--- src/rtl/clock_pkg.sv ---
// Shared types, BCD limits and step helpers for the clock time-set controller.
package clock_pkg;

    typedef enum logic [1:0] {
        RUN    = 2'd0,
        SET_HH = 2'd1,
        SET_MM = 2'd2
    } state_t;

    localparam logic [7:0] HH_MIN = 8'h01;
    localparam logic [7:0] HH_MAX = 8'h12;
    localparam logic [7:0] MM_MAX = 8'h59;

    typedef struct packed {
        logic [7:0] hh;
        logic       pm_tgl;
    } hh_step_t;

    // 11 -> 12 is where the AM/PM flag flips; 12 -> 01 keeps it.
    function automatic hh_step_t bcd_inc_hh(input logic [7:0] hh);
        hh_step_t r;
        r.pm_tgl = 1'b0;
        if (hh == HH_MAX) begin
            r.hh = HH_MIN;
        end else if (hh == 8'h11) begin
            r.hh     = HH_MAX;
            r.pm_tgl = 1'b1;
        end else if (hh[3:0] == 4'd9) begin
            r.hh = {hh[7:4] + 4'd1, 4'd0};
        end else begin
            r.hh = {hh[7:4], hh[3:0] + 4'd1};
        end
        return r;
    endfunction

    function automatic logic [7:0] bcd_inc_mm(input logic [7:0] mm);
        if (mm == MM_MAX) begin
            return 8'h00;
        end else if (mm[3:0] == 4'd9) begin
            return {mm[7:4] + 4'd1, 4'd0};
        end else begin
            return {mm[7:4], mm[3:0] + 4'd1};
        end
    endfunction

endpackage

--- src/rtl/clock_set_ctrl_if.sv ---
// Bundle between the controller, the debounced buttons and clock_main.
interface clock_set_ctrl_if;

    logic       btn_mode;
    logic       btn_inc;
    logic [7:0] cur_hh;
    logic [7:0] cur_mm;
    logic       cur_pm;
    logic       ena;
    logic       load;
    logic [7:0] load_hh;
    logic [7:0] load_mm;
    logic       load_pm;
    logic       setting;
    logic [1:0] blank;

    modport slave (
        input  btn_mode, btn_inc, cur_hh, cur_mm, cur_pm,
        output ena, load, load_hh, load_mm, load_pm, setting, blank
    );

    modport master (
        output btn_mode, btn_inc, cur_hh, cur_mm, cur_pm,
        input  ena, load, load_hh, load_mm, load_pm, setting, blank
    );

endinterface

--- src/rtl/clock_tick_gen.sv ---
// Free-running prescaler: one-cycle ena on wrap, blink during the first half of each period.
module clock_tick_gen #(
    parameter int unsigned TICK_DIV = 100_000_000
) (
    input  logic clk,
    input  logic reset,
    input  logic clr_i,
    output logic ena_o,
    output logic blink_o
);

    localparam int unsigned CW = $clog2(TICK_DIV);

    logic [CW-1:0] cnt_q, cnt_d;
    logic          ena_q, ena_d;

    // A clear also swallows a coincident wrap so the restart is a full period.
    always_comb begin
        cnt_d = cnt_q + CW'(1);
        ena_d = 1'b0;
        if (clr_i) begin
            cnt_d = '0;
        end else if (cnt_q == CW'(TICK_DIV - 1)) begin
            cnt_d = '0;
            ena_d = 1'b1;
        end
    end

    always_ff @(posedge clk or negedge reset) begin
        if (!reset) begin
            cnt_q <= '0;
            ena_q <= 1'b0;
        end else begin
            cnt_q <= cnt_d;
            ena_q <= ena_d;
        end
    end

    assign ena_o   = ena_q;
    assign blink_o = (cnt_q < CW'(TICK_DIV / 2));

endmodule

--- src/rtl/clock_set_ctrl.sv ---
// Two-button time-set sequencer and 1 Hz tick source for clock_main.
// Optional build macro CLOCK_SET_AUTOREPEAT_EN adds hold-to-repeat on btn_inc.
module clock_set_ctrl
    import clock_pkg::*;
#(
    parameter int unsigned TICK_DIV = 100_000_000
`ifdef CLOCK_SET_AUTOREPEAT_EN
    ,
    parameter int unsigned REPEAT_DLY = 50_000_000,
    parameter int unsigned REPEAT_PER = 20_000_000
`endif
) (
    input logic             clk,
    input logic             reset,
    clock_set_ctrl_if.slave bus
);

    state_t     state_q, state_d;
    logic       mode_q, inc_q;
    logic [7:0] hh_q, hh_d, mm_q, mm_d;
    logic       pm_q, pm_d;
    logic       load_q, load_d;
    logic       setting_q;
    logic       clr, tick_ena, blink;
    logic       mode_rise, inc_rise, step;
    hh_step_t   hh_nxt;

    assign mode_rise = bus.btn_mode & ~mode_q;
    assign inc_rise  = bus.btn_inc & ~inc_q;

`ifdef CLOCK_SET_AUTOREPEAT_EN
    // Zero means disarmed; re-arming needs a fresh edge. Assumes REPEAT_DLY >= REPEAT_PER.
    localparam int unsigned RW = $clog2(REPEAT_DLY + 1);
    logic [RW-1:0] rpt_q, rpt_d;
    logic          rpt_fire;

    assign rpt_fire = bus.btn_inc && (rpt_q == RW'(REPEAT_DLY));
    assign step     = inc_rise | rpt_fire;

    always_comb begin
        rpt_d = '0;
        if (state_q != RUN && !mode_rise && bus.btn_inc) begin
            if (inc_rise) begin
                rpt_d = RW'(1);
            end else if (rpt_fire) begin
                rpt_d = RW'(REPEAT_DLY - REPEAT_PER + 1);
            end else if (rpt_q != '0) begin
                rpt_d = rpt_q + RW'(1);
            end
        end
    end

    always_ff @(posedge clk or negedge reset) begin
        if (!reset) rpt_q <= '0;
        else        rpt_q <= rpt_d;
    end
`else
    assign step = inc_rise;
`endif

    always_comb begin
        state_d = state_q;
        hh_d    = hh_q;
        mm_d    = mm_q;
        pm_d    = pm_q;
        load_d  = 1'b0;
        clr     = 1'b0;
        hh_nxt  = bcd_inc_hh(hh_q);
        case (state_q)
            RUN: begin
                if (mode_rise) begin
                    state_d = SET_HH;
                    hh_d    = bus.cur_hh;
                    mm_d    = bus.cur_mm;
                    pm_d    = bus.cur_pm;
                end
            end
            SET_HH: begin
                if (mode_rise) begin
                    state_d = SET_MM;
                end else if (step) begin
                    hh_d = hh_nxt.hh;
                    pm_d = pm_q ^ hh_nxt.pm_tgl;
                end
            end
            SET_MM: begin
                if (mode_rise) begin
                    state_d = RUN;
                    load_d  = 1'b1;
                    clr     = 1'b1;
                end else if (step) begin
                    mm_d = bcd_inc_mm(mm_q);
                end
            end
            default: state_d = RUN;
        endcase
    end

    // Edge detectors reset high so a button held through reset release is not an edge.
    always_ff @(posedge clk or negedge reset) begin
        if (!reset) begin
            state_q   <= RUN;
            mode_q    <= 1'b1;
            inc_q     <= 1'b1;
            hh_q      <= HH_MAX;
            mm_q      <= 8'h00;
            pm_q      <= 1'b0;
            load_q    <= 1'b0;
            setting_q <= 1'b0;
        end else begin
            state_q   <= state_d;
            mode_q    <= bus.btn_mode;
            inc_q     <= bus.btn_inc;
            hh_q      <= hh_d;
            mm_q      <= mm_d;
            pm_q      <= pm_d;
            load_q    <= load_d;
            setting_q <= (state_d != RUN);
        end
    end

    clock_tick_gen #(
        .TICK_DIV(TICK_DIV)
    ) u_tick (
        .clk    (clk),
        .reset  (reset),
        .clr_i  (clr),
        .ena_o  (tick_ena),
        .blink_o(blink)
    );

    assign bus.ena     = tick_ena & (state_q == RUN);
    assign bus.load    = load_q;
    assign bus.load_hh = hh_q;
    assign bus.load_mm = mm_q;
    assign bus.load_pm = pm_q;
    assign bus.setting = setting_q;
    assign bus.blank   = {(state_q == SET_HH) & ~blink, (state_q == SET_MM) & ~blink};

endmodule

--- src/flat_wrapper.sv ---
// flat-port wrapper written by rule: the top's interface ports become plain ports
module clock_set_ctrl_flat import clock_pkg::*;
#(
    parameter int unsigned TICK_DIV = 100_000_000

)
  (clk, reset, bus_btn_mode, bus_btn_inc, bus_cur_hh, bus_cur_mm, bus_cur_pm, bus_ena, bus_load, bus_load_hh, bus_load_mm, bus_load_pm, bus_setting, bus_blank);
  clock_set_ctrl_if bus_i ();
  input logic clk;
  input logic reset;
  input wire logic [$bits(bus_i.btn_mode)-1:0] bus_btn_mode;
  input wire logic [$bits(bus_i.btn_inc)-1:0] bus_btn_inc;
  input wire logic [$bits(bus_i.cur_hh)-1:0] bus_cur_hh;
  input wire logic [$bits(bus_i.cur_mm)-1:0] bus_cur_mm;
  input wire logic [$bits(bus_i.cur_pm)-1:0] bus_cur_pm;
  output wire logic [$bits(bus_i.ena)-1:0] bus_ena;
  output wire logic [$bits(bus_i.load)-1:0] bus_load;
  output wire logic [$bits(bus_i.load_hh)-1:0] bus_load_hh;
  output wire logic [$bits(bus_i.load_mm)-1:0] bus_load_mm;
  output wire logic [$bits(bus_i.load_pm)-1:0] bus_load_pm;
  output wire logic [$bits(bus_i.setting)-1:0] bus_setting;
  output wire logic [$bits(bus_i.blank)-1:0] bus_blank;
  assign bus_i.btn_mode = bus_btn_mode;
  assign bus_i.btn_inc = bus_btn_inc;
  assign bus_i.cur_hh = bus_cur_hh;
  assign bus_i.cur_mm = bus_cur_mm;
  assign bus_i.cur_pm = bus_cur_pm;
  assign bus_ena = bus_i.ena;
  assign bus_load = bus_i.load;
  assign bus_load_hh = bus_i.load_hh;
  assign bus_load_mm = bus_i.load_mm;
  assign bus_load_pm = bus_i.load_pm;
  assign bus_setting = bus_i.setting;
  assign bus_blank = bus_i.blank;
  clock_set_ctrl #(.TICK_DIV(TICK_DIV)) u_core (.clk(clk), .reset(reset), .bus(bus_i));
endmodule
--- config.mk ---
export PLATFORM = sky130hd
export DESIGN_NAME = clock_set_ctrl_flat
export DESIGN_NICKNAME = d
export VERILOG_FILES = /design/src/rtl/clock_pkg.sv /design/src/rtl/clock_set_ctrl_if.sv /design/src/rtl/clock_tick_gen.sv /design/src/rtl/clock_set_ctrl.sv /design/src/flat_wrapper.sv
export SDC_FILE = /design/constraint.sdc
export NUM_CORES = 1
export LEC_CHECK = 0
export ABC_CLOCK_PERIOD_IN_PS = 1800
export BUFFER_PORTS_ARGS = -buffer_cell sky130_fd_sc_hd__buf_2
export CORE_ASPECT_RATIO = 0.9
export CORE_MARGIN = 2
export CORE_UTILIZATION = 50
export CTS_BUF_LIST = sky130_fd_sc_hd__clkbuf_2 sky130_fd_sc_hd__clkbuf_4 sky130_fd_sc_hd__clkbuf_8
export CTS_CLUSTER_SIZE = 28
export DETAILED_ROUTE_END_ITERATION = 10
export PLACE_DENSITY_LB_ADDON = 0.1
export SETUP_SLACK_MARGIN = 0.5
export SLEW_MARGIN = 15
export SYNTH_ARGS = -nofsm -noshare
export SYNTH_HDL_FRONTEND = slang
export SYNTH_SLANG_ARGS = --single-unit
export TNS_END_PERCENT = 10
--- constraint.sdc ---
create_clock -name clk -period 1.8 [get_ports clk]
set_input_delay 0.18 -clock clk [delete_from_list [all_inputs] [get_ports clk]]
set_output_delay 0.18 -clock clk [all_outputs]
set_load 0.01 [all_outputs]
==> key figures <==
Synth
  – Mapped Nets: 341
  – Async SR Flop Fraction: 1.00
  – Synth unique cells: 55
  – Post-synth EDFFs: 0
  – Synth cell count leaders: dfrtp_1 (47), nor2_1 (40), nand2_1 (30)
  – Most frequent cell after synthesis: dfrtp_1
  – Synth area leader: dfrtp_1
  – Sequential area share after synthesis: 0.440
  – Post-synth top flop: dfrtp_1
  – Cell area after synthesis: 0.00291 mm2
  – Synth area leaders: dfrtp_1 (40%), nor2_1 (5.2%), nand2_1 (3.9%)
  – Synth Warn #: 0
  – Avg Cell Area, Syn: 9.30 um2
  – Top-area cell type share of the netlist area: 0.404
  – #FFs+latches synth: 51
  – Gate Count Post-Synth: 313

CTS
  – CTS sink count: 51
  – H-Tree Depth: 2
  – Bufs on Longest Clock Path: 2
  – Reg clk slew, reported paths: 90 ps
  – CTS tree: yes
  – Clk root buf: clkbuf_8
  – Num CTS Buffers: 5
  – Clk_lat worst skew: 300 ps

Worst setup path
  – Maximum fanout along the worst path: 2
  – CP top delay family: simple AND/OR/NAND/NOR gates
  – CP Cell Sequence: or4_4 -> o2111ai_4 -> a21oi_2 -> a211oi_2 -> nor2_1 -> buf_2
  – Buf/Inv on CP: 1
  – Worst path required time: 1620 ps
  – Crit-path max cell delay: 570 ps
  – Slowest cell on the critical path: or4_4
  – CP Class: reg2out
  – Worst Setup End Kind: output port
  – Arrival time worst endpoint: 1980 ps
  – Critical Path Source Type: flip-flop

STA
  – Setup TNS: -4920 ps
  – Final Cycle Share: 1.20
  – Tmin final: 2160 ps
  – Final Hold Viols: 0
  – Slew Limit Fails: 0
  – RSZ-0062 raised after global routing: true
  – WHS: 150 ps
  – Clock skew: 5.25 ps
  – Worst Tran Pin Value: 480 ps
  – Final setup margin: -364 ps
  – Max Freq: 462 MHz
  – Slew margin rel.: 0.680
  – Setup-failing EPs final: 26

Status
  – Violated checks: negative setup slack
  – Status: complete, but fails checks

GRT
  – Vias in the first global route: 2,392
  – Met2 usage: 0.330
  – Met3 Use GR: 0.0358
  – First-pass GRT wire length: 11.1 mm
  – Grt total ovfl: 0
  – GR Util met1: 0.298
  – Largest net degree at the start of global routing: 34
  – All-Layer GR Usage: 0.207
  – GRT busiest layer: met2
  – Initial antenna violation count: 0

Floorplan
  – Core ar.: 0.00566 mm2
  – Chip Width: 84.4 um
  – Num rows: 26
  – Chip height: 76.4 um
  – Die area: 0.00645 mm2
  – Ports: 43
  – Initial core utilization: 0.514

Finish
  – # nets final: 405
  – Share of layout cells above drive strength 1: 0.344
  – Antenna diode count: 0
  – Fin cells: 448
  – Area delta synth->final: 28.2%

Route
  – Vias per inst: 5.57
  – Drt first pass iters: 4
  – Via count: 2,495
  – Number of routed nets with antenna violations: 0
  – WL/cell: 14.3 um
  – Post-Route WL: 6.42 mm
  – Iter 0 DRT Violations: 102
  – DRC: 0

Pwr
  – P_int: 2.90 mW
  – PwrDens: 1280 mW/mm2
  – Seq pwr share: 0.399
  – Clock power frac: 0.140
  – Leakage dissipation: 1.65 nW
  – Sw Share: 0.392
  – Total chip power: 4.77 mW
  – Switching power: 1.87 mW
  – Peak supply drop: 0.831 mV
  – Combinational power share: 0.461

Placement
  – Post-DP HPWL: 4.32 mm
  – Dpl cells: 431
  – I/O Buffers: 42
  – GP Congestion: 0.819

Job
  – Maxcap violations: 0

Hold path
  – Hold Crit Class: in2reg
## state kept, by name, indices dropped and copies added, names as in the netlist
signal / cells
u_core.bus.load_hh: 8
u_core.u_tick.cnt_q: 27
u_core.u_tick.ena_o: 1
u_core.bus.load: 1
u_core.bus.setting: 1
u_core.mode_q: 1
u_core.bus.load_pm: 1
u_core.bus.load_mm: 8
u_core.state_q: 2
u_core.inc_q: 1
## through the flow
stage	utilization	cell area, um2	setup WS (ps)
2_1_floorplan	-	2940	116
3_3_place_gp	0.586	3310	-17.2
3_5_place_dp	0.586	3310	-54.7
4_1_cts	0.634	3590	-371
5_1_grt	0.659	3730	-490
6_report	0.659	3730	-364
## routing by layer
metal / up-vias / wire length (um)
met3: 4 / 302
met5: - / 0
met4: 0 / 36
met1: 1207 / 3000
met2: 51 / 3090
li1: 1233 / -
## final timing paths
kind	end	slack [ps]	startpoint	cells past startpoint
max reg2reg	u_core.u_tick.cnt_q[26]$_DFF_PN0_	-190	u_core.u_tick.cnt_q[11]$_DFF_PN0_	8
min in group asynchronous	u_core.u_tick.cnt_q[4]$_DFF_PN0_	370	reset	2
min	u_core.bus.load_hh[6]$_DFFE_PN0P_	150	bus_cur_hh[6]	3
min reg2reg	u_core.bus.load_pm$_DFFE_PN0P_	550	u_core.bus.load_pm$_DFFE_PN0P_	1
max	bus_blank[1]	-360	u_core.u_tick.cnt_q[11]$_DFF_PN0_	6
max in group asynchronous	u_core.inc_q$_DFF_PN1_	830	reset	3
## power by group through the flow
stage / clock, mW / combinational, mW / sequential [mW]
after floorplan: 0 / 1.16 / 1.90
after global placement: 0 / 1.81 / 1.86
after detailed placement: 0 / 1.86 / 1.86
after CTS: 0.697 / 2.04 / 1.88
after global routing: 0.740 / 2.47 / 1.97
final: 0.667 / 2.20 / 1.90
## worst register-to-register path: stages (launching register included)
cell and delay (ps):
dfrtp_1 390, or4_4 570, buf_4 150, buf_4 130
nor2_4 100, nand3_4 90, o22ai_4 220, clkbuf_16 200
a21oi_1 40
## layout make-up
class / instances / area (um2)
clock buffers: 7 / 83.8
clock inverters: 1 / 5.00
fillers: 485 / 1930
inverters: 8 / 30.0
multi-input cells: 241 / 1730
flip-flops and latches: 51 / 1280
well taps: 70 / 87.6
repair buffers: 70 / 513
## cells by family after synthesis
group / count (synthesis) / synth area share
buffers and inverters: 21 / 0.0413
muxes: 1 / 0.00387
and+or+nand+nor: 149 / 0.279
DFF: 51 / 0.440
AOI/OAI and AO/OA: 60 / 0.133
adders and majority gates: 7 / 0.0301
xor gates and xnor gates: 24 / 0.0722
## cell usage in the layout, fill, tap and decap left out, drive strengths merged, types with 2 or more instances in the layout
| cell type | Yosys | final |
|---|---|---|
| a31oi | 3 | 3 |
| clkbuf | 2 | 8 |
| nand2b | 4 | 4 |
| nand2 | 30 | 30 |
| xor2 | 12 | 12 |
| buf | 11 | 66 |
| o31ai | 2 | 2 |
| nor2b | 3 | 3 |
| dfstp | 4 | 4 |
| dlygate4sd3 | 0 | 3 |
| or3 | 3 | 3 |
| a221oi | 3 | 3 |
| and2 | 5 | 5 |
| nand4 | 8 | 8 |
| nand3 | 14 | 14 |
| nor3 | 12 | 12 |
| a211oi | 2 | 2 |
| inv | 8 | 8 |
| a22o | 2 | 2 |
| a21oi | 17 | 17 |
| ha | 7 | 7 |
| dfrtp | 47 | 47 |
| nor3b | 5 | 5 |
| a311o | 2 | 2 |
| nor2 | 43 | 43 |
| xnor2 | 12 | 12 |
| o21ai | 20 | 20 |
| and3 | 11 | 11 |
| and4 | 3 | 3 |
| o22ai | 3 | 3 |
## repair_timing
action	in CTS	in global routing
endpoints found under the setup margin	50	51
setup buffers	0	4
gates resized for setup	50	17
hold buffers	2	1
pin swaps	37	26
cloned	1	1
endpoints found under the hold margin	17	1
Note: power is estimated with default switching activity, not from simulation.
